[config.mk]
export PLATFORM = sky130hd
export DESIGN_NAME = register_write_once_programmer
export DESIGN_NICKNAME = d
export VERILOG_FILES = /design/src/rtl/reg_prog_pkg.sv /design/src/rtl/reg_prog_settle_timer.sv /design/src/rtl/register_write_once_programmer.sv
export SDC_FILE = /design/constraint.sdc
export NUM_CORES = 1
export LEC_CHECK = 0
export CAP_MARGIN = 20
export CORE_MARGIN = 5
export CORE_UTILIZATION = 43
export DETAILED_ROUTE_END_ITERATION = 8
export PLACE_DENSITY = 0.75
export SETUP_SLACK_MARGIN = 0.15
export SYNTH_ARGS = -nofsm -noshare
export SYNTH_HDL_FRONTEND = slang
export SYNTH_SLANG_ARGS = --single-unit
[constraint.sdc]
create_clock -name Clk -period 2 [get_ports Clk]
set_clock_uncertainty 0.05 [all_clocks]
set_input_delay 0.5 -clock Clk [delete_from_list [all_inputs] [get_ports Clk]]
set_output_delay 0.5 -clock Clk [all_outputs]
set_load 0.01 [all_outputs]
[src/rtl/reg_prog_pkg.sv]
// rtl/reg_prog_pkg.sv - shared states, error codes and limits for the write-once register programmer
package reg_prog_pkg;

    typedef enum logic [2:0] {
        ST_IDLE,
        ST_PRECHK,
        ST_WRITE,
        ST_SETTLE,
        ST_VERIFY,
        ST_DONE,
        ST_ERR
    } state_t;

    localparam logic [1:0] ERR_NONE    = 2'b00;
    localparam logic [1:0] ERR_LOCKED  = 2'b01;
    localparam logic [1:0] ERR_VERIFY  = 2'b10;
    localparam logic [1:0] ERR_TIMEOUT = 2'b11;

    localparam int TIMEOUT_LIMIT = 1024;

endpackage

[src/rtl/reg_prog_settle_timer.sv]
// rtl/reg_prog_settle_timer.sv - loadable down-counter that stops at zero
module reg_prog_settle_timer #(
    parameter int W = 16
) (
    input  logic         Clk,
    input  logic         ip_resetn,
    input  logic         load,
    input  logic [W-1:0] load_val,
    input  logic         en,
    output logic [W-1:0] count,
    output logic         zero
);

    always_ff @(posedge Clk or negedge ip_resetn) begin
        if (!ip_resetn) begin
            count <= '0;
        end else if (load) begin
            count <= load_val;
        end else if (en && (count != '0)) begin
            count <= count - 1'b1;
        end
    end

    assign zero = (count == '0);

endmodule

[src/rtl/register_write_once_programmer.sv]
// rtl/register_write_once_programmer.sv - programs and verifies a write-once register; REG_PROG_TIMEOUT_EN adds a busy watchdog
module register_write_once_programmer
    import reg_prog_pkg::*;
#(
    parameter int DATA_W        = 16,
    parameter int SETTLE_CYCLES = 2,
    parameter int MAX_RETRIES   = 3
) (
    input  logic              Clk,
    input  logic              ip_resetn,
    input  logic              start,
    input  logic [DATA_W-1:0] cfg_value,
    input  logic [DATA_W-1:0] reg_data_out,
    output logic              reg_write,
    output logic [DATA_W-1:0] reg_data_in,
    output logic              busy,
    output logic              done,
    output logic              error,
    output logic [1:0]        err_code,
    output logic [3:0]        retry_cnt,
    output logic [DATA_W-1:0] readback
);

    localparam int TMR_W = 16;

    state_t             state;
    logic [TMR_W-1:0]   settle_count;
    logic               settle_zero;
    logic               timeout_hit;

    // Loaded during the write cycle so SETTLE lasts exactly SETTLE_CYCLES cycles.
    reg_prog_settle_timer #(.W(TMR_W)) u_settle (
        .Clk       (Clk),
        .ip_resetn (ip_resetn),
        .load      (state == ST_WRITE),
        .load_val  (TMR_W'(SETTLE_CYCLES - 1)),
        .en        (state == ST_SETTLE),
        .count     (settle_count),
        .zero      (settle_zero)
    );

`ifdef REG_PROG_TIMEOUT_EN
    logic [TMR_W-1:0] wd_count;
    logic             wd_zero;

    // Reaches zero in the 1024th busy cycle, so ERR is entered right after it.
    reg_prog_settle_timer #(.W(TMR_W)) u_watchdog (
        .Clk       (Clk),
        .ip_resetn (ip_resetn),
        .load      ((state == ST_IDLE) && start),
        .load_val  (TMR_W'(TIMEOUT_LIMIT - 1)),
        .en        (busy),
        .count     (wd_count),
        .zero      (wd_zero)
    );

    assign timeout_hit = busy && wd_zero;
`else
    assign timeout_hit = 1'b0;
`endif

    always_ff @(posedge Clk or negedge ip_resetn) begin
        if (!ip_resetn) begin
            state       <= ST_IDLE;
            reg_write   <= 1'b0;
            reg_data_in <= '0;
            busy        <= 1'b0;
            done        <= 1'b0;
            error       <= 1'b0;
            err_code    <= ERR_NONE;
            retry_cnt   <= '0;
            readback    <= '0;
        end else begin
            reg_write <= 1'b0;
            done      <= 1'b0;
            case (state)
                ST_IDLE: begin
                    if (start) begin
                        reg_data_in <= cfg_value;
                        error       <= 1'b0;
                        err_code    <= ERR_NONE;
                        retry_cnt   <= '0;
                        busy        <= 1'b1;
                        state       <= ST_PRECHK;
                    end
                end
                ST_PRECHK: begin
                    readback <= reg_data_out;
                    if (reg_data_out[0]) begin
                        error    <= 1'b1;
                        err_code <= ERR_LOCKED;
                        busy     <= 1'b0;
                        state    <= ST_ERR;
                    end else begin
                        reg_write <= 1'b1;
                        state     <= ST_WRITE;
                    end
                end
                ST_WRITE: begin
                    state <= ST_SETTLE;
                end
                ST_SETTLE: begin
                    if (settle_zero) begin
                        state <= ST_VERIFY;
                    end
                end
                ST_VERIFY: begin
                    readback <= reg_data_out;
                    // A latched lock bit reads back as written, so the expected word is cfg itself.
                    if (reg_data_out == reg_data_in) begin
                        done  <= 1'b1;
                        busy  <= 1'b0;
                        state <= ST_DONE;
                    end else if (retry_cnt < 4'(MAX_RETRIES)) begin
                        retry_cnt <= retry_cnt + 1'b1;
                        reg_write <= 1'b1;
                        state     <= ST_WRITE;
                    end else begin
                        error    <= 1'b1;
                        err_code <= ERR_VERIFY;
                        busy     <= 1'b0;
                        state    <= ST_ERR;
                    end
                end
                ST_DONE: state <= ST_IDLE;
                ST_ERR:  state <= ST_IDLE;
                default: state <= ST_IDLE;
            endcase
            if (timeout_hit) begin
                reg_write <= 1'b0;
                done      <= 1'b0;
                error     <= 1'b1;
                err_code  <= ERR_TIMEOUT;
                busy      <= 1'b0;
                state     <= ST_ERR;
            end
        end
    end

endmodule

==> key figures <==
Placement
  – Port bufs: 76
  – Placed cells: 406
  – Dpl ws: -431 ps
  – Post-DP HPWL: between 5000 and 6000 um
  – GPL Wtd Cong: 0.774

Critical path
  – CP endpoint kind: register
  – Crit Path Max Fanout: 4
  – CP required: 2170 ps
  – CP Cell Sequence: inv_2 -> ha_2 -> nor4b_4 -> and3_4 -> or3_4 -> or4_4 -> mux2i_1
  – Critical path's largest stage delay: 430 ps
  – Critical path class: reg2reg
  – Arr. time, crit path: around 2200 ps
  – Crit path max-delay cell type: or4_4
  – Startpoint Class: register

Synth
  – EDFF count, synth: 0
  – Top area cells in the synthesized netlist: dfrtp_1 (53%), mux2_2 (8.3%), xor2_1 (5.2%), mux2_1 (4.3%), mux2i_1 (3.5%)
  – XOR/XNOR Fraction of Synth Area: 5.52%
  – Post-Synth Adder-Cell Area: about 1.3%
  – Syn Nets: ~280
  – FFs w/ async S/R, synth: between 90% and 100%
  – Synth warn: 0
  – Avg Inst Size Synth: around 12 sq um
  – Most frequent cell after synthesis: dfrtp_1
  – Register area share after synthesis: between 50% and 60%
  – Post-Synth Simple-Gate Area: a little over an eighth
  – Synthesized flop and latch total: 61
  – Area share of the largest cell type after synthesis: ~53%
  – Synth Area in Compound Gates: under 10%
  – Commonest cells post-synth: dfrtp_1 (61), mux2_2 (21), nand2_1 (20)
  – Largest family of logic cells by synthesized area: multiplexers
  – Mux contribution to synthesized area: roughly 16%
  – Mapped Area: approximately 0.0029 sq mm
  – Synth area leader: dfrtp_1
  – Post-Syn Instances: approximately 240
  – Distinct cell type count after synthesis: 47
  – Prevailing post-synth register cell: dfrtp_1

Run
  – Max-cap violations: 0

CTS
  – CTS clock-pin slew for the worst setup and hold paths: around 70 ps
  – Cts bufs inserted: 9
  – Root Buffer: clkbuf_8
  – Skew-Pair Late Insertion Delay: around 330 ps
  – Htree depth: 3
  – Clock sink total: ~60
  – Max clock buf depth: 2
  – CTS tree: built

Final layout
  – Final #Nets: 389
  – # fillers: between 400 and 500
  – Reg area: 0.00153 sq mm
  – Area grow syn2layout: 51.6%
  – Share of layout cells above drive strength 1: between 20% and 30%
  – Final Util: between 60% and 70%
  – Multi-input logic area: approximately 0.0014 sq mm
  – Fin cells: around 430

Timing
  – Slew Viols, Final: 0
  – Worst slew pin tran: 426 ps
  – RSZ-0062 raised after global routing: yes
  – Worst setup margin: -31.9 ps
  – Final TNS setup: -33.7 ps
  – Final period util: 102%
  – Rel. slew slack: between 70% and 80%
  – # setup viols final: 2
  – Post-layout minimum cycle time: roughly 2000 ps
  – Final Hold Viols: 0
  – Fmax: around 490 MHz

Hold path
  – Worst min path class: in2async

Die
  – IO Count: 77
  – Row Count: 29
  – Die Y: 91.5 um
  – Die width: 91.5 um
  – Core box area: around 0.0064 sq mm
  – Die area: ~0.0084 sq mm
  – Initial Util: around 44%

Global routing
  – Number of global-route vias before repair: roughly 2500
  – Initial antenna violation count: 1
  – First-pass GRT wire length: 12100 um
  – Total track usage: around 18%
  – Total gr overflow: 0
  – Largest net degree at the start of global routing: 47

Power and ir drop
  – Cell Pwr Density: between 1500 and 2000 mW/mm^2
  – Leakage: 2.05 nW
  – Net Sw Frac: a little over a third
  – Combinational Power Share: between 40% and 50%
  – Sequential Power Share: about a third
  – Int Power: 4.48 mW
  – Peak supply drop: approximately 810 uV
  – Overall Power: 7.00 mW
  – Clock Power Share: 18.7%
  – Switching pwr: 2.52 mW

Drt
  – Vias per inst: 5.26
  – Antenna-violating nets left: 0
  – Routed WL per cell: between 15 and 20 um
  – DRC viols: 0
  – Drt pass-1 iters: 4
  – DRT Wirelength: 7240 um
  – Routed via count: between 2000 and 2500
  – 1st-iter DRT viols: 154

Outcome
  – Failing checks: setup timing
  – Status: finished with violations
## power by group through the flow
stage / clock, mW / sequential (mW) / combinational, mW
floorplan: 0 / 2.34 / 1.52
global placement: 0 / 2.24 / 3.03
detailed placement: 0 / 2.26 / 3.07
CTS: 1.34 / 2.27 / 3.14
global route: 1.40 / 2.39 / 3.70
finish: 1.31 / 2.30 / 3.39
## metal layers
metal	share of wire [%]	up-vias	track usage (%)
li1	-	1084	-
met1	39	1104	21.1
met2	49	79	29.2
met3	9.6	15	8.02
met4	1.7	0	7.41
met5	0	-	0
## area by class of cell
class / count / share of cell area, %
clock buffers: 13 / 4.13
flip-flops and latches: 61 / 35.2
clock inverters: 3 / 1.50
well taps: 77 / 2.22
repair buffers: 108 / 23.9
diodes: 1 / 0.0578
inverters: 6 / 0.520
multi-input cells: 165 / 32.4
## final timing paths
kind	cells after the start	to	slack, ps	from
max	7	u_settle.count[12]$_DFFE_PN0P_	-30	u_settle.count[1]$_DFFE_PN0P_
min	1	done$_DFF_PN0_	30	ip_resetn
max reg2reg	7	u_settle.count[12]$_DFFE_PN0P_	-30	u_settle.count[1]$_DFFE_PN0P_
min reg2reg	1	readback[8]$_DFFE_PN0N_	430	readback[8]$_DFFE_PN0N_
max in group asynchronous	2	u_settle.count[9]$_DFFE_PN0P_	1300	ip_resetn
min in group Clk	2	readback[13]$_DFFE_PN0N_	400	reg_data_out[13]
## repair_timing
action,4_1_cts,5_1_grt
buffers inserted,7,4
endpoints found under the setup margin,32,42
resized for setup,45,33
hold buffers,0,0
pin swaps,10,10
## cell families (layout without fill, tap and decap cells)
logic type,after synthesis,count (layout)
AO/OA/AOI/OAI,29,29
XOR/XNOR,18,18
AND/OR/NAND/NOR,73,73
buffers and inverters,18,130
adder cells (fa/ha/maj),3,3
other,0,1
flip-flops,61,61
multiplexers,42,42
## cells in the final DEF (no fill, tap or decap), types with 2 or more instances in the layout
cell type	synthesis	final
ha_1	3	2
a21oi_1	7	5
inv_2	2	4
nor4_4	0	2
buf_12	0	2
mux2i_1	10	10
a21oi_2	0	2
dlymetal6s2s_1	0	8
o211ai_1	3	3
nand3_1	4	3
nor4_2	0	4
inv_1	4	2
dlygate4sd2_1	0	28
buf_4	1	23
nand4_1	3	3
clkbuf_8	0	13
nand2_1	20	20
nor3_1	5	4
nor2_1	11	10
a31oi_1	2	2
bufinv_16	0	2
nor4_1	8	2
nor2b_1	4	3
dfrtp_1	61	61
nand2b_1	4	4
or3_4	1	3
mux2_2	21	21
xor2_1	17	16
clkdlybuf4s50_1	0	37
mux2_1	11	11
o31ai_1	2	2
clkdlybuf4s15_1	0	2
or3_1	5	3
buf_6	2	6
## stage by stage
step | hold WS [ps] | area (sq um)
3_3_place_gp | 397 | 3840
5_1_grt | 52.7 | 4330
2_1_floorplan | 154 | 2870
4_1_cts | 34.0 | 4170
6_report | 30.6 | 4330
3_5_place_dp | 398 | 3840
## flip-flops by register name (all words and copies together), names as in the netlist
name            flops
state               3
error               1
done                1
reg_data_in        16
retry_cnt           4
err_code            2
readback           16
u_settle.count     16
busy                1
reg_write           1
## critical path, delay by kind of cell (launching register included)
kind / cells / cell delay, ps
adder cells (fa/ha/maj): 1 / 170
buffers and inverters: 1 / 60
AND/OR/NAND/NOR: 4 / 1140
flip-flops: 1 / 370
multiplexers: 1 / 130
Power figures use the tool's default switching activity.
==> RTL change: new RTL, same flow settings <==
The localparam `TMR_W` goes from 16 to 20.
--- a/src/rtl/register_write_once_programmer.sv
+++ b/src/rtl/register_write_once_programmer.sv
@@ -21,7 +21,7 @@
     output logic [DATA_W-1:0] readback
 );
 
-    localparam int TMR_W = 16;
+    localparam int TMR_W = 20;
 
     state_t             state;
     logic [TMR_W-1:0]   settle_count;
Behaviour: no difference found for any inputs over 10 cycles, from zero or initial values and one cycle with ip_resetn low; that may be too few to reach the edited logic, so the function may still have changed.
==> RTL change against the unedited design <==
The run still ends with setup timing left; power up 3.1%; final area is 7.7% higher; sequential cell count rose by 4; worst setup slack lost 0.033 ns; count of clock-buffer cells in the layout down 3; routed wire length up 5.7%; utilization grew 0.83 points; synthesized area increased by 6.1%; critical path type unchanged; critical endpoint is now u_settle.count[19].
==> RTL change: results (changes against the unedited design) <==
{| class="wikitable"
! Metric !! Value
|-
| Min Clock Period, post-route || 2.06 ns (+0.0331 ns)
|-
| Final setup viols || 3 (+1)
|-
| Worst setup slack after layout || -0.0650 ns (-0.0331 ns)
|-
| Result of the run || finished with violations
|-
| Die span in x || 94.0 um (+2.7%)
|-
| Sequential share of the synthesized area || 53.7% (+0.24 points)
|-
| Fraction of area in multi-input gates || 33.4% (+0.93 points)
|-
| WP data arrival || 2.28 ns (+0.08 ns)
|-
| Post-detailed-placement half-perimeter wirelength || 5.34 mm (+6.6%)
|-
| Post-placement cell area || 0.00416 mm^2 (+8.3%)
|-
| Count of multi-input gates || 185 (+12%)
|-
| Most common library cells after synthesis || dfrtp_1 (65), mux2_2 (32), nand2_1 (24), nor2_1 (21), xor2_1 (16)
|-
| Vias per std cell || 5.13 (-2.5%)
|-
| Number of detailed-route iterations in the first pass || 5 (+1)
|-
| Number of distinct library cell variants in the gate-level netlist after synthesis || 40 (-15%)
|-
| Synthesized net count || 301 (+6.7%)
|-
| Signal buf overhead || 23.8% (-0.070 points)
|-
| Final instance count without filler cells || 482 (+11%)
|-
| Worst IR drop on VDD || 0.780 mV (-3.9%)
|-
| Leakage component of the power || 0.00225 uW (+9.8%)
|-
| Failing checks || setup timing
|-
| Combined global-route utilization of all metal layers || 18.7% (+0.58 points)
|-
| Ratio of cells with drive above 1 in the final layout || 31.4% (+2.8 points)
|-
| Layout buffer count excluding clock buffers || 114 (+5.6%)
|-
| Fill count || 505 (+9.5%)
|-
| Placed cell count || 455 (+12%)
|-
| Per-instance average area after synthesis || 11.5 um^2 (-1.6%)
|}
==> RTL change: worst max-delay path: cells and delay by family, from the launching register on <==
kind	cells	cell delay [ns]
flip-flops	1	0.39
AND/OR/NAND/NOR	4	1.42
AO/OA/AOI/OAI	1	0.12
==> RTL change: metal layers <==
metal / vias up / wire [um] / GRT usage, %
li1: 1170 / - / -
met1: 1224 / 3050 / 21.3
met2: 71 / 3760 / 30.2
met3: 7 / 765 / 9.29
met4: 0 / 78 / 6.86
met5: - / 0 / 0
==> RTL change: timing repair <==
item,4_1_cts,5_1_grt
gates cloned,1,0
gates resized for setup,53,28
pin swaps,11,10
setup endpoints to repair,40,47
setup buffers,6,3
==> RTL change: path summary, 6_finish.rpt <==
kind,startpoint,end,slack [ns],cells past startpoint
hold / removal,ip_resetn,reg_data_in[13],0.11,2
min in group Clk,reg_data_out[1],readback[1],0.40,2
setup reg to reg,u_settle.count[10],u_settle.count[19],-0.06,5
hold reg to reg,readback[14],readback[14],0.46,1
max in group asynchronous,ip_resetn,u_settle.count[5],1.51,2
setup / recovery,u_settle.count[10],u_settle.count[19],-0.06,5
==> RTL change: kinds of logic after synthesis <==
family          count (synthesis)  share of synthesized area [%]
fa+ha+maj                       3                           1.24
buf+inv                        13                           1.73
mux                            42                           15.2
compound gates                 27                           5.78
flops                          65                           53.7
xor+xnor                       21                           6.07
simple gates                   92                           16.3
==> RTL change: per-stage QoR <==
step / utilization, % / setup TNS [ns] / setup slack (ns)
2_1_floorplan: - / -0.00267 / -0.00267
3_3_place_gp: 60.9 / -2.78 / -0.337
3_5_place_dp: 60.9 / -3.08 / -0.334
4_1_cts: 66.6 / -0.0752 / -0.0503
5_1_grt: 68.3 / -1.34 / -0.138
6_report: 68.3 / -0.100 / -0.0650
